## config.mk

```make
export PLATFORM = sky130hd
export DESIGN_NAME = piso_tx_ctrl
export DESIGN_NICKNAME = d
export VERILOG_FILES = /design/src/rtl/tx_ctrl_pkg.sv /design/src/rtl/piso_shift_reg.sv /design/src/rtl/piso_tx_ctrl.sv
export SDC_FILE = /design/constraint.sdc
export NUM_CORES = 1
export LEC_CHECK = 0
export ABC_AREA = 1
export BUFFER_PORTS_ARGS = -buffer_cell sky130_fd_sc_hd__buf_2
export CORE_UTILIZATION = 57
export CTS_CLUSTER_SIZE = 14
export DETAILED_ROUTE_END_ITERATION = 16
export PLACE_DENSITY = 0.89
export SKIP_CTS_REPAIR_TIMING = 1
export SLEW_MARGIN = 20
export SYNTH_ARGS = -nofsm -noshare
export SYNTH_HDL_FRONTEND = slang
export SYNTH_SLANG_ARGS = --single-unit
```

## constraint.sdc

```tcl
create_clock -name clk -period 4.05 [get_ports clk]
set_input_delay 0.6075 -clock clk [delete_from_list [all_inputs] [get_ports clk]]
set_output_delay 0.6075 -clock clk [all_outputs]
set_load 0.05 [all_outputs]
```

## src/rtl/tx_ctrl_pkg.sv

```systemverilog
`default_nettype none
// ============================================================================
// Module      : tx_ctrl_pkg
// Description : Shared constants for the framed PISO transmit controller:
//               FSM state encoding, serial line levels and a counter-width
//               helper.
// Revision    : 1.0 - initial release
// ============================================================================
package tx_ctrl_pkg;

    // FSM state encoding
    localparam logic [1:0] c_ST_IDLE  = 2'b00;
    localparam logic [1:0] c_ST_START = 2'b01;
    localparam logic [1:0] c_ST_DATA  = 2'b10;
    localparam logic [1:0] c_ST_STOP  = 2'b11;

    // Serial line levels
    localparam logic c_LINE_IDLE = 1'b1;
    localparam logic c_START_BIT = 1'b0;

    // Counter width able to hold 0..n-1, never narrower than one bit
    function automatic int clog2_min1(input int n);
        int w;
        w = $clog2(n);
        return (w < 1) ? 1 : w;
    endfunction

endpackage

`default_nettype wire

```

## src/rtl/piso_shift_reg.sv

```systemverilog
`default_nettype none
// ============================================================================
// Module      : piso_shift_reg
// Description : Parallel-in / serial-out shift register. Loads a word on
//               i_load, shifts right (zero fill) on i_shift; the serial output
//               is bit 0. Load has priority over shift.
// Ports       : clk     - clock, rising edge
//               rst     - asynchronous active-high reset (clears register)
//               i_load  - load i_din
//               i_shift - shift right by one, MSB filled with 0
//               i_din   - parallel word [WIDTH-1:0]
//               o_ser   - serial output (bit 0)
// Revision    : 1.0 - initial release
// ============================================================================
module piso_shift_reg #(
    parameter int WIDTH = 8
) (
    input  logic             clk,
    input  logic             rst,
    input  logic             i_load,
    input  logic             i_shift,
    input  logic [WIDTH-1:0] i_din,
    output logic             o_ser
);

    logic [WIDTH-1:0] r_shreg;
    logic [WIDTH-1:0] w_shifted;

    generate
        if (WIDTH == 1) begin : g_single
            assign w_shifted = 1'b0;
        end else begin : g_multi
            assign w_shifted = {1'b0, r_shreg[WIDTH-1:1]};
        end
    endgenerate

    always_ff @(posedge clk or posedge rst) begin
        if (rst) begin
            r_shreg <= '0;
        end else if (i_load) begin
            r_shreg <= i_din;
        end else if (i_shift) begin
            r_shreg <= w_shifted;
        end
    end

    assign o_ser = r_shreg[0];

endmodule

`default_nettype wire

```

## src/rtl/piso_tx_ctrl.sv

```systemverilog
`default_nettype none
// ============================================================================
// Module      : piso_tx_ctrl
// Description : Framed serial transmit controller. Accepts a WIDTH-bit word
//               via valid/ready, then sends start bit (0), data LSB-first and
//               stop bit (1), each bit held for BAUD_DIV clocks.
// Ports       : clk       - clock, rising edge
//               rst       - asynchronous active-high reset
//               din       - parallel word, sampled on the acceptance edge
//               din_valid - producer has a word
//               din_ready - controller can accept (IDLE and rst low)
//               sout      - registered serial line, idles high
//               busy      - frame in progress
//               done      - one-cycle pulse in the first IDLE cycle after STOP
// Revision    : 1.0 - initial release
// ============================================================================
module piso_tx_ctrl
    import tx_ctrl_pkg::*;
#(
    parameter int WIDTH    = 8,
    parameter int BAUD_DIV = 4
) (
    input  logic             clk,
    input  logic             rst,
    input  logic [WIDTH-1:0] din,
    input  logic             din_valid,
    output logic             din_ready,
    output logic             sout,
    output logic             busy,
    output logic             done
);

    localparam int c_BAUD_W = clog2_min1(BAUD_DIV);
    localparam int c_BIT_W  = clog2_min1(WIDTH);

    localparam logic [c_BAUD_W-1:0] c_BAUD_LAST = c_BAUD_W'(BAUD_DIV - 1);
    localparam logic [c_BIT_W-1:0]  c_BIT_LAST  = c_BIT_W'(WIDTH - 1);
    localparam logic [c_BAUD_W-1:0] c_BAUD_ONE  = c_BAUD_W'(1);
    localparam logic [c_BIT_W-1:0]  c_BIT_ONE   = c_BIT_W'(1);

    logic [1:0]          r_state;
    logic [1:0]          w_state_nxt;
    logic [c_BAUD_W-1:0] r_baud_cnt;
    logic [c_BIT_W-1:0]  r_bit_cnt;

    logic r_sout;
    logic r_busy;
    logic r_done;
    logic w_sout_nxt;
    logic w_busy_nxt;
    logic w_done_nxt;

    logic w_accept;
    logic w_baud_end;
    logic w_bit_end;
    logic w_shift;
    logic w_ser;

    assign din_ready  = (r_state == c_ST_IDLE) && !rst;
    assign w_accept   = din_valid && din_ready;
    assign w_baud_end = (r_baud_cnt == c_BAUD_LAST);
    assign w_bit_end  = (r_bit_cnt == c_BIT_LAST);

    // The shift register advances on the same edge that copies its bit 0
    // into the registered sout: once when leaving START (exposes data bit 0)
    // and at every data-bit boundary except the last. Because sout is a flop,
    // the bit on the line always equals the register's bit 0 of the previous
    // cycle.
    assign w_shift = ((r_state == c_ST_START) && w_baud_end) ||
                     ((r_state == c_ST_DATA) && w_baud_end && !w_bit_end);

    piso_shift_reg #(
        .WIDTH (WIDTH)
    ) u_shreg (
        .clk     (clk),
        .rst     (rst),
        .i_load  (w_accept),
        .i_shift (w_shift),
        .i_din   (din),
        .o_ser   (w_ser)
    );

    // ------------------------------------------------------------------
    // FSM: state register
    // ------------------------------------------------------------------
    always_ff @(posedge clk or posedge rst) begin
        if (rst) begin
            r_state <= c_ST_IDLE;
        end else begin
            r_state <= w_state_nxt;
        end
    end

    // ------------------------------------------------------------------
    // FSM: next-state logic
    // ------------------------------------------------------------------
    always_comb begin
        w_state_nxt = r_state;
        case (r_state)
            c_ST_IDLE:  if (w_accept)                w_state_nxt = c_ST_START;
            c_ST_START: if (w_baud_end)              w_state_nxt = c_ST_DATA;
            c_ST_DATA:  if (w_baud_end && w_bit_end) w_state_nxt = c_ST_STOP;
            c_ST_STOP:  if (w_baud_end)              w_state_nxt = c_ST_IDLE;
            default:                                 w_state_nxt = c_ST_IDLE;
        endcase
    end

    // ------------------------------------------------------------------
    // FSM: output logic (next values of the registered outputs)
    // ------------------------------------------------------------------
    always_comb begin
        w_busy_nxt = (w_state_nxt != c_ST_IDLE);
        w_done_nxt = (r_state == c_ST_STOP) && w_baud_end;
        w_sout_nxt = c_LINE_IDLE;
        if (w_shift) begin
            w_sout_nxt = w_ser;
        end else begin
            case (w_state_nxt)
                c_ST_START: w_sout_nxt = c_START_BIT;
                c_ST_DATA:  w_sout_nxt = r_sout;       // hold current data bit
                default:    w_sout_nxt = c_LINE_IDLE;
            endcase
        end
    end

    always_ff @(posedge clk or posedge rst) begin
        if (rst) begin
            r_sout <= c_LINE_IDLE;
            r_busy <= 1'b0;
            r_done <= 1'b0;
        end else begin
            r_sout <= w_sout_nxt;
            r_busy <= w_busy_nxt;
            r_done <= w_done_nxt;
        end
    end

    assign sout = r_sout;
    assign busy = r_busy;
    assign done = r_done;

    // ------------------------------------------------------------------
    // Baud counter: runs in every non-IDLE state, cleared at each bit
    // boundary and on acceptance so a frame always starts from zero.
    // ------------------------------------------------------------------
    always_ff @(posedge clk or posedge rst) begin
        if (rst) begin
            r_baud_cnt <= '0;
        end else if (w_accept || w_baud_end) begin
            r_baud_cnt <= '0;
        end else if (r_state != c_ST_IDLE) begin
            r_baud_cnt <= r_baud_cnt + c_BAUD_ONE;
        end
    end

    // ------------------------------------------------------------------
    // Bit counter: index of the data bit on the line, advances only at
    // DATA bit boundaries and clears after the last bit.
    // ------------------------------------------------------------------
    always_ff @(posedge clk or posedge rst) begin
        if (rst) begin
            r_bit_cnt <= '0;
        end else if (w_accept) begin
            r_bit_cnt <= '0;
        end else if ((r_state == c_ST_DATA) && w_baud_end) begin
            if (w_bit_end) begin
                r_bit_cnt <= '0;
            end else begin
                r_bit_cnt <= r_bit_cnt + c_BIT_ONE;
            end
        end
    end

endmodule

`default_nettype wire

```

After elaboration in Yosys (flattened, before gate mapping). Index checks and enable logic that the tools add are counted.

Muxes and demuxes: 14. $mul: 0. Reduce and logical (&&, ||, !) cells: 17. Add/subtract/negate cells: 2. Order comparisons: 0. Div/mod/pow operators: 0. Bitwise logic cells: 0. Shift-type cells: 0. Eq/ne operators: 8.

Operator list (count): two-way mux 8 bit (2); two-way mux 2 bit (6); nonzero test 2 bit (5); two-way mux 3 bit (3); == test 2 bit, second input constant (4); one-hot mux 2 bit (4 select lines) (1); logical AND 1 bit (7); == test 2 x 1 -> 1 bit, second input constant (2); adder 3 x 1 -> 3 bit, second input constant (1); == test 3 bit, second input constant (1); adder 2 x 1 -> 2 bit, second input constant (1); zero test 1 bit (2); zero test 2 bit (1); logical OR 1 bit (2); inequality test 2 x 1 -> 1 bit, second input constant (1); one-hot mux 1 bit (2 select lines) (1); two-way mux 1 bit (1).

Memories kept: 0. Input port bits: 11. Logic and storage cells: 48. Bits in latches: 0. Memory bits (read-only): 0. Memory bits (writable): 0. Flip-flop bits (word level): 18.

Longest topological paths before layout. Gate-level depths: netlist (run 1).

Word-level depth: 8. Depth in mapped cells: 11. Depth with buffers taken out: 11.

Cells and area by module. Synthesis (run 1) repeated with hierarchy kept, for this count alone.

Cell total of the unflattened synthesis: 108. Area total of the unflattened synthesis: 910.9 µm².

By module, submodules not included: piso_tx_ctrl (cells each 64, times used 1, seq. area each 251.5 µm², area an instance 530.5 µm²); piso_shift_reg (cells each 44, times used 1, seq. area each 200.2 µm², area an instance 380.4 µm²).

Worst setup path before layout (run 1). Ideal clock, no wire load.

Kind: register to output. Start point: register r_state[1]. End point: output din_ready. Cell stages (with the launch flop): 4. Setup slack: 2090 ps. Data arrival time: 1352 ps. Buffers on the path: 0. Cells stage by stage: dfrtp_1 nor2_1 inv_1 nor2_1.

Word-level cells in the longest chain between the ends: 2.

Ends and longest elaborated chain: from (decl) (line piso_tx_ctrl.sv:41) `logic [1:0] r_state;`; from (signal assigned) (line piso_tx_ctrl.sv:88) `r_state <= c_ST_IDLE;`; from (signal assigned) (line piso_tx_ctrl.sv:90) `r_state <= w_state_nxt;`; zero test 2 bit (line piso_tx_ctrl.sv:59) `assign din_ready = (r_state == c_ST_IDLE) && !rst;`; logical AND 1 bit (line piso_tx_ctrl.sv:59); to (decl) (line piso_tx_ctrl.sv:27) `output logic din_ready,`.

Every way passes these cells.

Worst setup path after layout (run 1).
Start point: input rst. End point: register u_shreg.r_shreg[0].

Word-level cells in the longest chain between the ends: 4.

Ends and longest elaborated chain: from (decl) (line piso_tx_ctrl.sv:24) `input logic rst,`; zero test 1 bit (no line) *; logical AND 1 bit * (line piso_tx_ctrl.sv:59); logical AND 1 bit * (line piso_tx_ctrl.sv:60) `assign w_accept = din_valid && din_ready;`; two-way mux 8 bit / nonzero test 2 bit (equally long branches); to (signal assigned) (line piso_shift_reg.sv:41) `r_shreg <= i_din;`; to (signal assigned) (line piso_shift_reg.sv:43) `r_shreg <= w_shifted;`; to (decl) (line piso_shift_reg.sv:26) `logic [WIDTH-1:0] r_shreg;`.

Every way passes the cells marked *; elsewhere a longest branch is shown, timed or not. A chain may end at the register's enable or synchronous reset.

==> impl_results.md, run 1 <==
* First-pass iteration count of the detailed router at 4
* Leakage at 0.548 nW
* Setup TNS at 0 ns
* Starting Density at 0.637
* Port Buf Inserts at 14
* Pwr/cell area at 723 nW/µm²
* # IOs at 15
* Post-Syn Instances at 106
* Row count at 13
* R2r endpoint: u_shreg.r_shreg[0]$_DFFE_PP0P_
* DRT iter0 DRCs at 24
* Synth cell types at 15
* Critical path type: primary input to register
* Post-Syn Area at 871 µm²
* Worst-Skew Late Latency at 0.29 ns
* Number of cells after detailed placement at 134
* Power Internal at slightly above 400 µW
* Most frequent CP cell: nand3_1
* Syn nets at 120
* Outcome: complete, no violations
* Worst rel slew slack at 0.549
* Max Used Layer: met4
* Post-DR vias/cell at 5.28
* Worst setup path endpoint: u_shreg.r_shreg[0]$_DFFE_PP0P_
* Worst stage delay on the critical path at roughly 0.53 ns
* Die area at 1690 µm²
* Crit path time final at 2.16 ns
* Max Root-Sink Buffers at 2
* HPWL Detailed at between 1 and 1.5 mm
* CTS tree: built
* Worst reg2reg path startpoint: r_state[1]$_DFF_PP0_
* Worst clock skew at 0.00858 ns
* Sequential fraction of the synthesis area at 0.519
* Critical Path Start: rst
* Layout Nets at 138
* Worst R2R Path Depth at 6
* Combinational Power Share at 0.414
* Number of global-route vias before repair at 591
* Final Util at 0.725
* First-pass GRT wire length at 2.45 mm
* Avg Inst Size Synth at 8.22 µm²
* Psw at 311 µW
* RSZ-0062 raised after global routing: false
* Grt ovf at 0
* Area growth, synth to finish at 13.8%
* Routed wl met3 at roughly 54 µm
* Final wirelength at ~1.6 mm
* Chip Width at 41.1 µm
* Antenna cells at 0
* CTS Root Cell: clkbuf_4
* Drt wl/cell at 11.6 µm
* Final Non-Filler Cells at 138
* Max Clk Rate at around 460 MHz
* Core ar. at 1370 µm²
* Crit path cell chain: buf_2 -> inv_1 -> nand3_1 -> inv_2 -> nor2_4 -> nand2_1 -> nand3_1
* Antenna Nets Post-Route at 0
* TritonCTS buffer count at 3
* DRC violations left at 0
* Final Hold Viols at 0
* VDD IR max at ~0.46 mV
* Vias at 728
* Worst setup SP type: primary input
* Hold/Removal Path Class: primary input to asynchronous set/reset pin
* Max Cap Violations at 0
* CP endpoint kind: register
* Layout cells sized above 1 at 0.187
* Clock-pin slew on the worst setup and hold paths at ~0.11 ns
* Final setup viols at 0
* Power share of the clock group at 0.156
* Max Slew Vio Count at 0
* Worst path arrival time at 2.34 ns
* Slew @ Worst Pin at a little under 0.7 ns
* Synth Warn # at 0
* Largest net degree at the start of global routing at 20
* Worst Path Max Fanout at 19
* Final worst-path cycle share at 0.535
* Seq cells post-synth at 18
* Met2 WL at 731 µm
* RD Place Congestion at 0.794
* Reg2reg setup slack at 2.18 ns
* Sw frac at 0.434
* Worst EP required at 4.23 ns
* GRT Util Overall at 0.224
* CP max stage cell: nand3_1
* H-tree Lvls at 1
* Seq pwr share at 0.431
* Antenna violations before repair at 0
* Die Ht at between 40 and 50 µm
* WL met1 at 784 µm
* Clock Sinks at 18
[cells in the final DEF (no fill, tap or decap)]
cell type,Yosys,layout
inv_1,10,10
dfrtp_1,17,17
clkbuf_8,0,1
nand2_1,36,36
nor2_4,2,2
inv_2,1,1
clkbuf_4,0,3
o21ai_2,1,1
a211oi_1,1,1
xor2_1,1,1
nand3_1,20,20
nand4_1,1,1
ha_1,3,3
dfstp_2,1,1
a21oi_1,4,4
nor2_1,7,7
buf_2,1,14
[power groups by stage]
stage / combinational, mW / clock, mW / sequential, mW
floorplan: 0.201 / 0 / 0.339
global placement: 0.284 / 0 / 0.309
detailed placement: 0.298 / 0 / 0.310
CTS: 0.298 / 0.112 / 0.307
global route: 0.335 / 0.119 / 0.316
finish: 0.296 / 0.112 / 0.309
[layout make-up]
class	instances	area, µm²
clock buffer	4	36.3
fill	111	375
inverter	11	41.3
multi-input combinational	76	373
sequential	18	452
tap	15	18.8
timing repair buffer	14	70.1
[logic make-up (layout without fill, tap and decap cells)]
group                    count (synthesis)  count (layout)  share of synthesized area
buffers and inverters                   12              29                     0.0532
AND/OR/NAND/NOR                         66              66                      0.333
adder cells (fa/ha/maj)                  3               3                     0.0431
AO/OA/AOI/OAI                            6               6                     0.0417
XOR/XNOR                                 1               1                     0.0101
flip-flops                              18              18                      0.519
[routing by layer]
metal	vias up	track usage
li1	374	-
met4	0	0.100
met5	-	0
met2	17	0.340
met3	5	0.0326
met1	332	0.312
[critical path, delay by kind of cell]
kind / cells / cell delay (ns)
buf+inv: 3 / 0.93
simple gates: 4 / 0.78
[worst min path at each step]
stage | endpoint | slack, ns | depth (start not counted)
5_1_grt | done$_DFF_PP0_ | 0.48 | 2
6_report | done$_DFF_PP0_ | 0.40 | 2
3_5_place_dp | u_shreg.r_shreg[7]$_DFFE_PP0P_ | 0.47 | 2
3_3_place_gp | u_shreg.r_shreg[7]$_DFFE_PP0P_ | 0.47 | 2
4_1_cts | done$_DFF_PP0_ | 0.43 | 2
2_1_floorplan | u_shreg.r_shreg[7]$_DFFE_PP0P_ | 0.44 | 2
[sequential cells by signal (all words and copies together) (netlist names)]
signal / flops
u_shreg.r_shreg: 8
done: 1
sout: 1
r_state: 2
r_baud_cnt: 2
r_bit_cnt: 3
busy: 1
[metrics by stage]
stage / hold slack [ns] / worst slack [ns] / area (µm²) / total power, mW
floorplan: 0.443 / 2.09 / 871 / 0.540
global placement: 0.468 / 1.65 / 955 / 0.593
detailed placement: 0.465 / 1.55 / 955 / 0.608
CTS: 0.433 / 1.86 / 991 / 0.717
global route: 0.479 / 1.64 / 991 / 0.770
finish: 0.402 / 1.89 / 991 / 0.717
[cell usage after synthesis]
master | number | share of area
nand4_1 | 1 | 0.0072
a21oi_1 | 4 | 0.023
nand2_1 | 36 | 0.16
inv_2 | 1 | 0.0043
xor2_1 | 1 | 0.010
dfstp_2 | 1 | 0.030
nor2_4 | 2 | 0.026
buf_2 | 1 | 0.0057
nor2_1 | 7 | 0.030
a211oi_1 | 1 | 0.0086
nand3_1 | 20 | 0.11
ha_1 | 3 | 0.043
inv_1 | 10 | 0.043
o21ai_2 | 1 | 0.010
dfrtp_1 | 17 | 0.49
No activity file was read; power rests on OpenSTA's default activity.
==> run 2, diff against run 1 <==
ABC_AREA = 0   (was 1)
CORE_UTILIZATION = 49   (was 57)
PLACE_DENSITY = 0.81   (was 0.89)
clock period = 1.8 ns   (was 4.05 ns; I/O delays follow)
==> run 2 against run 1 <==
Effect of this change:
- utilization down 7.4 points
- worst hold slack got worse by 0.35 ns
- worst setup slack got worse by 1.8 ns
- first-iteration DRC count is 54% higher
- count of clock-buffer cells in the layout unchanged
- global-route usage grew 1.3 points
- non-clock buffer count grew 10
- flip-flop and latch count did not move
- total power rose to 2.7 times the previous value
==> impl_results.md, run 2 <==
* Grt ovf at 0 (unchanged)
* Layout cells sized above 1 at 0.285 (+0.0976)
* Worst Path Max Fanout at 10 (-9)
* Worst setup SP type: register
* Final Util at 0.651 (-0.0739)
* CP endpoint kind: output pin
* Pwr/cell area at 1670 nW/µm² (+130%)
* Row count at 15 (+2)
* Synth cell types at 33 (+18)
* WHS at 0.0527 ns (-0.349 ns)
* Final Hold Viols at 0 (unchanged)
* DRC violations left at 0 (unchanged)
* Antenna Nets Post-Route at 0 (unchanged)
* Die area at 2200 µm² (+30%)
* Drt wl/cell at 15.1 µm (+31%)
* CTS tree: built
* Crit path time final at 1.73 ns
* CTS Root Cell: clkbuf_4
* Most common cell after layout, fill and taps aside: dfrtp_1
* Ys async rst share at 1.00 (unchanged)
* Antenna violations before repair at 0 (unchanged)
* Core ar. at 1800 µm² (+32%)
* Synth top area cells: dfrtp_1 43%, ha_1 3.8%, nand2_1 3.8%
* Post-synth top cells: 17 x dfrtp_1, 10 x nand2_1, 8 x nor2_1, 7 x a21oi_1, 6 x buf_2
* Final setup viols at 0 (unchanged)
* Outcome: complete, no violations
* Critical path type: register to output pin
* Clock Sinks at 18 (unchanged)
* Final worst setup slack at 0.0659 ns (-1.82 ns)
* Most common cell in the netlist: dfrtp_1
* Max Slew Vio Count at 0 (unchanged)
* Slew @ Worst Pin at 0.644 ns (-0.0319 ns)
* Synth Warn # at 0 (unchanged)
* Die Ht at 46.9 µm (+14%)
* HPWL Detailed at 1.59 mm (+37%)
* Max Root-Sink Buffers at 2 (unchanged)
* Pre-CTS setup slack at 0.0535 ns (-1.50 ns)
* Register name with the most flops: u_shreg.r_shreg
* Sequential fraction of the synthesis area at 0.458 (-0.0606)
* Chip Width at 46.9 µm (+14%)
* Worst clock skew at 0.00123 ns (-0.00735 ns)
* Setup TNS at 0 ns (unchanged)
* Post-DR vias/cell at 5.92 (+12%)
* First-pass iteration count of the detailed router at 4 (unchanged)
* TritonCTS buffer count at 3 (unchanged)
* Worst EP required at 1.53 ns (-2.70 ns)
* Worst rel slew slack at 0.565 (+0.0157)
* Starting Density at 0.547 (-0.0901)
* EDFF count, synth at 0 (unchanged)
* DRT iter0 DRCs at 37 (+54%)
* Layout Nets at 138 (unchanged)
* Post-Syn Instances at 102 (-3.8%)
* Avg Inst Size Synth at 9.67 µm² (+18%)
* Post-synth top area share at 0.431 (-0.0570)
* Max Cap Violations at 0 (unchanged)
* Most frequent cells in the layout: 16 x dfrtp_1, 13 x buf_2, 10 x nand2_1, 10 x buf_4
* Largest register FFs at 8 (unchanged)
* First-pass GRT wire length at 3.57 mm (+46%)
* Final wirelength at 2.23 mm (+40%)
* Largest regs: u_shreg.r_shreg x8, r_bit_cnt x3
* Hold/Removal Path Class: primary input to asynchronous set/reset pin
* Number of global-route vias before repair at 800 (+35%)
* Area growth, synth to finish at 19.0%
* Cell taking the most area after synthesis: dfrtp_1
* Antenna cells at 0 (unchanged)
* GRT Util Overall at 0.237 (+0.0130)
* Worst-Skew Late Latency at 0.30 ns (about the same)
* Post-Syn Area at 986 µm² (+13%)
* Leakage at 0.541 nW (-1.3%)
* Clock-pin slew on the worst setup and hold paths at 0.11 ns (about the same)
* Pwr Total at 1.96 mW (+170%)
* Final worst-path cycle share at 0.963
* H-tree Lvls at 1 (unchanged)
* RD Place Congestion at 0.830 (+4.5%)
* # IOs at 15 (unchanged)
* Vias at 876 (+20%)
* Syn nets at 116 (-3.3%)
* Seq cells post-synth at 18 (unchanged)
* Largest net degree at the start of global routing at 19 (-5.0%)
* Post-synth top flop: dfrtp_1
* Max Clk Rate at slightly below 600 MHz
* Port Buf Inserts at 14 (unchanged)
* VDD IR max at 0.983 mV (+110%)
* Worst path arrival time at 1.46 ns (-0.88 ns)
run 2: changes by cell type after synthesis, sizes merged, moves of 3 or more:
cell   before  now
buf         1    6
nand2      36   10
or4b        0    3
inv        11    2
o31ai       0    4
a31oi       0    3
a21oi       4    7
nand3      20    5
run 2: routing by layer:
metal / up-vias / wire length (µm) / global-route usage / share of wire
li1: 418 / - / - / -
met1: 422 / 1010 / 0.310 / 0.45
met2: 30 / 1090 / 0.383 / 0.49
met3: 6 / 103 / 0.0692 / 0.046
met4: 0 / 29 / 0.0686 / 0.013
met5: - / 0 / 0 / 0
run 2: final timing paths:
kind | endpoint | start | slack, ns | cells after the start
min in group clk | u_shreg.r_shreg[1]$_DFFE_PP0P_ | din[1] | 0.17 | 3
min reg2reg | r_bit_cnt[1]$_DFFE_PP0P_ | r_bit_cnt[1]$_DFFE_PP0P_ | 0.55 | 2
max reg2reg | u_shreg.r_shreg[2]$_DFFE_PP0P_ | r_bit_cnt[0]$_DFFE_PP0P_ | 0.08 | 5
max in group asynchronous | sout$_DFFE_PP1P_ | rst | 1.49 | 3
max | din_ready | r_state[0]$_DFF_PP0_ | 0.07 | 3
min | done$_DFF_PP0_ | rst | 0.05 | 3
run 2: logic make-up (layout without fill, tap and decap cells):
family                   count (synthesis)  in the layout  share of synthesized area
AO/OA/AOI/OAI                           29             29                      0.193
XOR/XNOR                                 1              1                    0.00888
adder cells (fa/ha/maj)                  3              3                     0.0381
buffers and inverters                    9             30                     0.0419
flip-flops                              18             18                      0.458
multiplexers                             2              2                     0.0203
AND/OR/NAND/NOR                         40             40                      0.240
run 2: power breakdown:
part / switching (mW) / internal [mW] / leakage [nW]
clock: 0.134 / 0.123 / 0.0210
combinational: 0.535 / 0.419 / 0.299
sequential: 0.152 / 0.593 / 0.220
total: 0.822 / 1.14 / 0.541
run 2: critical path: stages, from the launching register on:
cell	delay (ns)
dfrtp_2	0.49
or2_2	0.36
nor2_2	0.09
clkbuf_4	0.23
run 2: cell type report:
type	instances	area, µm²
repair buffers	24	148
clock buffers	4	36.3
well taps	25	31.3
inverters	2	7.51
flip-flops and latches	18	453
multi-input cells	75	498
fillers	147	628
run 2: metrics by stage:
stage / instance area, µm² / instances
5_1_grt: 1170 / 148
3_3_place_gp: 1130 / 144
6_report: 1170 / 148
2_1_floorplan: 988 / 102
4_1_cts: 1170 / 148
3_5_place_dp: 1130 / 144
